$ cat src/rtl/tube_scan_ctrl.sv
// Dual 4-digit multiplexed tube scanner with a small register bank.
// Steps one digit at a time, with an optional blanking gap between digits.
module tube_scan_ctrl #(
  parameter int unsigned DEFAULT_DIV = 500000,
  parameter int unsigned BLANK_CYC   = 1000
) (
  input  logic        clk,
  input  logic        reset,
  input  logic        we,
  input  logic [1:0]  addr,
  input  logic [3:0]  byteen,
  input  logic [31:0] wdata,
  output logic [31:0] rdata,
  input  logic [31:0] disp_val,
  output logic [3:0]  sel0,
  output logic [3:0]  sel1,
  output logic [3:0]  nib0,
  output logic [3:0]  nib1,
  output logic        frame_done
);

  typedef enum logic [1:0] {
    IDLE  = 2'd0,
    SHOW  = 2'd1,
    BLANK = 2'd2
  } state_t;

  localparam bit HAS_BLANK = (BLANK_CYC != 0);
  localparam logic [31:0] BLANK_LAST =
    HAS_BLANK ? 32'(BLANK_CYC - 1) : 32'd0;

  state_t      state, state_nx;
  logic        en, blank_en, en_nx, ctrl_wr;
  logic [31:0] div, div_min;
  logic [31:0] eff_div, eff_div_nx;
  logic [31:0] cnt, cnt_nx;
  logic [1:0]  digit, digit_nx, enter_digit;
  logic [3:0]  sel, sel_nx, nib0_nx, nib1_nx;
  logic        frame_nx, enter;

  // A write clearing en takes effect on the same edge it is written.
  assign ctrl_wr = we && (addr == 2'd0) && byteen[0];
  assign en_nx   = ctrl_wr ? wdata[0] : en;
  assign div_min = (div < 32'd2) ? 32'd2 : div;
  assign sel0    = sel;
  assign sel1    = sel;

  // Bus register writes, byte-masked; reset wins over a write.
  always_ff @(posedge clk) begin
    if (reset) begin
      en       <= 1'b0;
      blank_en <= 1'b0;
      div      <= 32'(DEFAULT_DIV);
    end else if (we) begin
      if (addr == 2'd0 && byteen[0]) begin
        en       <= wdata[0];
        blank_en <= wdata[1];
      end
      if (addr == 2'd1) begin
        for (int i = 0; i < 4; i++) begin
          if (byteen[i]) div[8*i +: 8] <= wdata[8*i +: 8];
        end
      end
    end
  end

  // Combinational register readback.
  always_comb begin
    rdata = 32'd0;
    case (addr)
      2'd0: rdata = {30'd0, blank_en, en};
      2'd1: rdata = div;
      2'd2: rdata = {22'd0, state, 6'd0, digit};
      default: rdata = 32'd0;
    endcase
  end

  // Scan sequencing: next state, counter and display latches.
  always_comb begin
    state_nx    = state;
    cnt_nx      = cnt;
    eff_div_nx  = eff_div;
    digit_nx    = digit;
    sel_nx      = sel;
    nib0_nx     = nib0;
    nib1_nx     = nib1;
    frame_nx    = 1'b0;
    enter       = 1'b0;
    enter_digit = digit + 2'd1;
    case (state)
      IDLE: begin
        if (en_nx) begin
          enter       = 1'b1;
          enter_digit = 2'd0;
        end
      end
      SHOW: begin
        if (!en_nx) begin
          state_nx = IDLE;
        end else if (cnt == eff_div - 32'd1) begin
          frame_nx = (digit == 2'd3);
          if (blank_en && HAS_BLANK) begin
            state_nx = BLANK;
            cnt_nx   = 32'd0;
            sel_nx   = 4'd0;
          end else begin
            enter = 1'b1;
          end
        end else begin
          cnt_nx = cnt + 32'd1;
        end
      end
      BLANK: begin
        if (!en_nx) begin
          state_nx = IDLE;
        end else if (cnt == BLANK_LAST) begin
          enter = 1'b1;
        end else begin
          cnt_nx = cnt + 32'd1;
        end
      end
      default: state_nx = IDLE;
    endcase
    if (state_nx == IDLE) begin
      cnt_nx   = 32'd0;
      digit_nx = 2'd0;
      sel_nx   = 4'd0;
    end
    if (enter) begin
      state_nx   = SHOW;
      cnt_nx     = 32'd0;
      digit_nx   = enter_digit;
      eff_div_nx = div_min;
      sel_nx     = 4'b0001 << enter_digit;
      nib0_nx    = disp_val[{enter_digit, 2'b00} +: 4];
      nib1_nx    = disp_val[{1'b1, enter_digit, 2'b00} +: 4];
    end
  end

  // Scan state registers.
  always_ff @(posedge clk) begin
    if (reset) begin
      state      <= IDLE;
      cnt        <= 32'd0;
      eff_div    <= 32'd2;
      digit      <= 2'd0;
      sel        <= 4'd0;
      nib0       <= 4'd0;
      nib1       <= 4'd0;
      frame_done <= 1'b0;
    end else begin
      state      <= state_nx;
      cnt        <= cnt_nx;
      eff_div    <= eff_div_nx;
      digit      <= digit_nx;
      sel        <= sel_nx;
      nib0       <= nib0_nx;
      nib1       <= nib1_nx;
      frame_done <= frame_nx;
    end
  end

endmodule

$ cat config.mk
export PLATFORM = sky130hd
export DESIGN_NAME = tube_scan_ctrl
export DESIGN_NICKNAME = d
export VERILOG_FILES = /design/src/rtl/tube_scan_ctrl.sv
export SDC_FILE = /design/constraint.sdc
export NUM_CORES = 1
export LEC_CHECK = 0
export CAP_MARGIN = 20
export CORE_MARGIN = 2
export CORE_UTILIZATION = 40
export DETAILED_ROUTE_END_ITERATION = 7
export SLEW_MARGIN = 5
export SYNTH_ARGS = -nofsm -noshare
export SYNTH_HDL_FRONTEND = slang
export SYNTH_SLANG_ARGS = --single-unit
export TNS_END_PERCENT = 100
$ cat constraint.sdc
create_clock -name clk -period 3.7 [get_ports clk]
set_input_delay 0.37 -clock clk [delete_from_list [all_inputs] [get_ports clk]]
set_output_delay 0.37 -clock clk [all_outputs]
set_load 0.05 [all_outputs]
==> results.py, run 1 <==
metrics = {
    "timing": {
        "rsz0062_at_grt": "false",
        "tightest_slew_ns": 0.771,
        "fin_crit_sh": 0.931,
        "maxSlewViolCount": 0,
        "finalWorstSetupSlack_ns": 0.255,
        "setup_violations": 0,
        "period_needed_ns": 3.45,
        "fmax_mhz": 290,
        "finalHoldViolCount": 0,
        "finClkSkew_ns": 0.00942,
        "setup-tns-final_ns": 0,
        "max_slew_margin": 0.486,
    },
    "worst_setup_path": {
        "rrSetupSlack_ns": 0.25,
        "critical_path_arrival_ns": 3.77,
        "crit_type": "flip-flop to flip-flop",
        "required_ns": 4.02,
        "regToRegStartpoint": "eff_div[12]",
        "cp_max_fo": 7,
        "cp-end-kind": "flip-flop",
        "cp-start-kind": "flip-flop",
        "reg2reg_depth": 10,
        "crit_end": "sel0[0]",
        "timing.rr.end": "sel0[0]",
        "crit_start": "eff_div[12]",
    },
    "floorplanning": {
        "start_util": 0.409,
        "std_cell_rows": 47,
        "fp.dieW_um": 134,
        "die_area_um2": 18000,
        "num_io_pins": 122,
        "core-area_um2": 16600,
        "die_h_um": 134,
    },
    "route": {
        "drtIter0Drc": 426,
        "postRouteAntennaNets": 0,
        "num_vias": 6700,
        "vias_per_cell": 5.46,
        "drt-pass1-iter-count": 4,
        "drc": 0,
        "routed_wl_mm": 21.3,
        "wl_per_cell_um": 17.4,
    },
    "cts": {
        "insertion_delay_ns": 0.41,
        "cts.sinks": 115,
        "cts_buffers": 17,
        "root_buffer": "clkbuf_16",
        "htreeDepth": 4,
        "cts_hold_buf": 0,
        "cts_tree": "done",
        "clk_path_buf_depth": 2,
        "path_clk_slew_ns": 0.06,
    },
    "hold_path": {
        "hp-class": "flip-flop to flip-flop",
    },
    "finish": {
        "drive_above_1_share": 0.115,
        "regArea_um2": 2300,
        "fin_area_um2": 8930,
        "multi_input_area_um2": 4200,
        "num-nets-final": 1074,
        "area_growth_syn_to_layout_pct": 31.7,
        "final_cells": 1227,
        "fillCellCount": 1636,
        "n_antenna_cell": 0,
    },
    "placement": {
        "gp_congestion": 1.07,
        "place_area_um2": 8280,
        "port_buffers": 121,
        "numPlacedInstances": 1193,
        "place_worst_setup_slack_ns": 0.230,
        "hpwl_mm": 15.5,
    },
    "synth": {
        "yosys_most_used_dff": "dfxtp_1",
        "synth_top_cells_by_area": "dfxtp_1 (34%), nand2_1 (11%), xor2_1 (5.9%), a21oi_1 (5.5%), nor3_2 (4.3%)",
        "yosysSeqAreaShare": 0.339,
        "ys_types": 66,
        "syn_area_per_cell_um2": 7.72,
        "yosys_register_bits": 115,
        "syn_nets": 959,
        "synth.most_common_cell": "nand2_1",
        "synthTopCellsByCount": "nand2_1 (193), dfxtp_1 (115), a21oi_1 (74)",
        "yosys.area.top_type": "dfxtp_1",
        "synth_area_um2": 6780,
        "synth_warnings": 0,
        "synth_enable_flop_cells": 0,
        "synth_cells": 879,
        "async_flop_share": 0,
        "netlist.area_leader.share": 0.339,
    },
    "grt": {
        "grt_pass1_wl_mm": 34.6,
        "grt_usage": 0.241,
        "antenna_found_initial": 0,
        "grt_max_degree": 70,
        "grt_pass1_vias": 6289,
        "grt_overflow": 0,
    },
    "pwr": {
        "power.leakage_nw": 3.16,
        "irDropWorstVdd_mv": 0.300,
        "powerDensity_nw_per_um2": 373,
    },
    "job": {
        "drv_cap": 0,
    },
    "status": {
        "status": "finished clean",
    },
}
==> power breakdown <==
part	switching (mW)	internal, mW
Combinational	0.188	0.166
Sequential	0.0222	1.26
Clock	0.605	1.10
Total	0.815	2.52
==> layer usage <==
metal  global-route usage  part of all wire  routed length (um)  vias up
li1                     -                 -                   -     3326
met4               0.0526             0.014                 291        0
met1                0.354              0.50               10700     3122
met3               0.0703             0.067                1440       22
met2                0.346              0.42                8850      230
met5                    0                 0                   0        -
==> cell usage in the layout, fill, tap and decap left out, drive strengths merged, types with 3 or more instances in the layout <==
cell and n:
or4 5, xnor2 27, clkinv 7, nand3 36
ha 7, dfxtp 115, nor2b 6, o21ai 12
mux2 3, buf 34, nor4 27, o2111ai 3
and3 19, a21oi 74, nand2 193, nor3 57
nand2b 8, and4 4, clkbuf 20, bufinv 3
and2 34, clkdlybuf4s50 120, inv 16, nand4 29
o211ai 5, a31oi 14, or3 4, mux2i 7
a31o 3, xor2 46, o22ai 9, nor2 25
==> worst min path at each step <==
stage                            from          end  depth (start not counted)  slack [ns]
after floorplan           eff_div[31]  eff_div[31]                          2        0.44
after global placement        nib0[3]      nib0[3]                          2        0.44
after detailed placement      nib0[3]      nib0[3]                          2        0.45
after CTS                     nib0[3]      nib0[3]                          2        0.45
after global routing          nib0[0]      nib0[0]                          2        0.48
final                         nib0[3]      nib0[3]                          2        0.45
==> sequential cells by signal, summed over array words and instances, names as in the netlist <==
signal / flops
blank_en: 1
cnt: 32
digit: 2
div: 32
eff_div: 32
en: 1
frame_done: 1
nib0: 4
nib1: 4
sel0: 4
state: 2
==> per-stage QoR <==
stage	hold WS, ns	util	power [mW]
global route	0.476	0.539	3.44
detailed placement	0.446	0.500	1.65
CTS	0.450	0.536	3.36
finish	0.449	0.539	3.33
floorplan	0.443	-	1.49
global placement	0.439	0.500	1.65
==> worst max-delay path, stage by stage, from the launching register on <==
cell and delay (ns):
dfxtp_1 0.37, nor4_1 0.53, nand2b_1 0.26, nor4_1 0.49, mux2i_1 0.19, or4_4 0.46, or2_1 0.28, o21ai_4 0.22
o211ai_4 0.11, buf_4 0.21, o32ai_1 0.24
==> final cells by class <==
class / count / area share
flip-flops and latches: 115 / 0.258
inverters: 14 / 0.00588
multi-input cells: 692 / 0.470
clock inverters: 12 / 0.0172
repair buffers: 154 / 0.167
clock buffers: 20 / 0.0511
well taps: 220 / 0.0308
==> cells by family after synthesis <==
kind of cell / Yosys count / share of synthesized area
compound gates: 142 / 0.131
xor+xnor: 73 / 0.0943
fa+ha+maj: 7 / 0.0129
buf+inv: 72 / 0.0470
flops: 115 / 0.339
mux: 10 / 0.0153
simple gates: 460 / 0.360
==> what timing repair did <==
item	4_1_cts	5_1_grt
setup buffers	0	2
setup endpoints to repair	0	32
resized for setup	0	4
Note: power is estimated with default switching activity, not from simulation.
==> run 2, diff against run 1 <==
--- a/config.mk
+++ b/config.mk
@@ -9,6 +9,8 @@
 export CORE_MARGIN = 2
 export CORE_UTILIZATION = 40
 export DETAILED_ROUTE_END_ITERATION = 7
+export DONT_BUFFER_PORTS = 1
+export RECOVER_POWER = 50
 export SLEW_MARGIN = 5
 export SYNTH_ARGS = -nofsm -noshare
 export SYNTH_HDL_FRONTEND = slang
==> results.py, run 2 (synthesis gave the netlist of run 1 again) <==
metrics = {
    "finish": {
        "fillCellCount": 1676,
        "n_antenna_cell": 0,
        "final_cell_mix": "nand2_1 (193), dfxtp_1 (115), a21oi_1 (74)",
        "num-nets-final": 950,
        "drive_above_1_share": 0.122,
        "reg_top3": "cnt (32), div (32), eff_div (32)",
        "area_growth_syn_to_layout_pct": 12.9,
        "final_common_cell": "nand2_1",
        "finish.utilization": 0.462,
    },
    "worst_setup_path": {
        "required_ns": 4.01,
        "reg2reg_depth": 10,
        "timing.rr.end": "cnt[10]",
        "rrSetupSlack_ns": 0.25,
        "crit_type": "flip-flop to flip-flop",
        "critical_path_arrival_ns": 3.76,
        "regToRegStartpoint": "eff_div[3]",
        "cp-start-kind": "flip-flop",
        "cp_max_fo": 17,
        "cp-end-kind": "flip-flop",
    },
    "timing": {
        "maxSlewViolCount": 38,
        "fin_hold_ws_ns": 0.0173,
        "tightest_slew_ns": 1.79,
        "finalHoldViolCount": 0,
        "setup_violations": 0,
        "period_needed_ns": 3.45,
        "finClkSkew_ns": 0.00950,
        "fmax_mhz": 290,
        "setup-tns-final_ns": 0,
        "max_slew_margin": -0.197,
        "fin_crit_sh": 0.932,
        "rsz0062_at_grt": "false",
    },
    "grt": {
        "grt_pass1_wl_mm": 30.6,
        "grt_overflow": 0,
        "grt_pass1_vias": 5764,
        "grt_usage": 0.213,
        "antenna_found_initial": 0,
        "grt_max_degree": 71,
    },
    "floorplanning": {
        "core-area_um2": 16600,
        "die_h_um": 134,
        "die_area_um2": 18000,
        "start_util": 0.409,
        "fp.dieW_um": 134,
        "std_cell_rows": 47,
        "num_io_pins": 122,
    },
    "route": {
        "routed_wl_mm": 18.8,
        "drt-pass1-iter-count": 5,
        "postRouteAntennaNets": 0,
        "vias_per_cell": 5.58,
        "wl_per_cell_um": 17.1,
        "num_vias": 6160,
        "drtIter0Drc": 360,
        "drc": 0,
    },
    "pwr": {
        "power.leakage_nw": 2.64,
        "irDropWorstVdd_mv": 0.317,
        "clockPowerShare": 0.517,
        "power_mw": 3.13,
        "netSwitchingFraction": 0.266,
        "p_int_mw": 2.30,
        "powerDensity_nw_per_um2": 408,
        "seqPwrFrac": 0.412,
        "switching_power_uw": 831,
        "p_comb_frac": 0.071,
    },
    "cts": {
        "cts.sinks": 115,
        "htreeDepth": 4,
        "root_buffer": "clkbuf_16",
        "clk_path_buf_depth": 2,
        "insertion_delay_ns": 0.43,
        "cts_tree": "done",
        "post_cts_buffers": 0,
        "path_clk_slew_ns": 0.06,
        "cts_buffers": 17,
    },
    "hold_path": {
        "min_to": "nib1[0]",
        "holdCritStartpoint": "reset",
        "hp-class": "input pin to flip-flop",
        "hold_path_depth": 1,
    },
    "placement": {
        "port_buffers": 0,
        "hpwl_mm": 13.9,
        "gp_congestion": 0.907,
    },
    "status": {
        "violations": "capacitance limit, slew limit",
        "status": "complete, but fails checks",
    },
    "job": {
        "drv_cap": 3,
    },
}
run 2: changes by cell type in the layout (fill, tap and decap cells not counted), sizes merged:
cell and delta:
clkdlybuf4s50 -120, buf -6, inv +6, clkinv -5
clkinvlp +3, bufinv -2
run 2: cell type report:
cell class | instances | area, um^2 | share of cell area
sequential | 115 | 2300 | 0.301
clock inverter | 14 | 143 | 0.0186
tap | 220 | 275 | 0.0360
clock buffer | 18 | 439 | 0.0574
timing repair buffer | 30 | 255 | 0.0333
inverter | 14 | 52.6 | 0.00686
multi-input combinational | 692 | 4190 | 0.547
run 2: worst max-delay path by stage:
stage | from | end | slack (ns) | cells past startpoint
after floorplan | eff_div[0] | cnt[12] | 0.40 | 12
after global placement | eff_div[0] | cnt[6] | 0.32 | 13
after detailed placement | eff_div[0] | cnt[2] | 0.25 | 12
after CTS | eff_div[0] | eff_div[4] | 0.24 | 12
after global routing | eff_div[2] | eff_div[12] | 0.006 | 10
final | eff_div[3] | cnt[10] | 0.25 | 10
run 2: metal layers:
metal | GRT usage | part of all wire | routed length [um] | vias to the layer above
met5 | 0 | 0 | 0 | -
met4 | 0.0795 | 0.021 | 390 | 0
met3 | 0.0454 | 0.060 | 1130 | 27
met2 | 0.327 | 0.44 | 8330 | 193
met1 | 0.293 | 0.48 | 8980 | 2855
li1 | - | - | - | 3085
run 2: worst max-delay path, stage by stage, from the launching register on:
cell	delay (ns)
dfxtp_1	0.42
nor2_1	0.44
and4_1	0.43
nand3_1	0.18
o32a_1	0.42
nor4_2	0.42
and4_1	0.26
a21oi_1	0.12
o211ai_4	0.36
buf_12	0.22
nor3_2	0.06
run 2: power by group through the flow:
stage	combinational (mW)	clock, mW	sequential, mW
after floorplan	0.186	0	1.31
after global placement	0.220	0	1.31
after detailed placement	0.220	0	1.31
after CTS	0.221	1.64	1.29
after global routing	0.244	1.69	1.29
final	0.222	1.62	1.29
run 2: metrics by stage:
stage | cell area (um^2) | cells | setup slack, ns
global route | 7660 | 1103 | 0.00648
global placement | 7070 | 1071 | 0.317
finish | 7660 | 1103 | 0.253
detailed placement | 7070 | 1071 | 0.250
floorplan | 6780 | 879 | 0.396
CTS | 7650 | 1103 | 0.240
run 2: what timing repair did:
item | in CTS | in global routing
endpoints found under the setup margin | 0 | 5
hold buffers | 0 | 0
gates resized for setup | 0 | 2
==> run 3, diff against run 2 <==
--- a/config.mk
+++ b/config.mk
@@ -15,4 +15,3 @@
 export SYNTH_ARGS = -nofsm -noshare
 export SYNTH_HDL_FRONTEND = slang
 export SYNTH_SLANG_ARGS = --single-unit
-export TNS_END_PERCENT = 100
==> results of run 3 <==
Same layout as run 2: the final DEF is identical, and so are final timing and power.
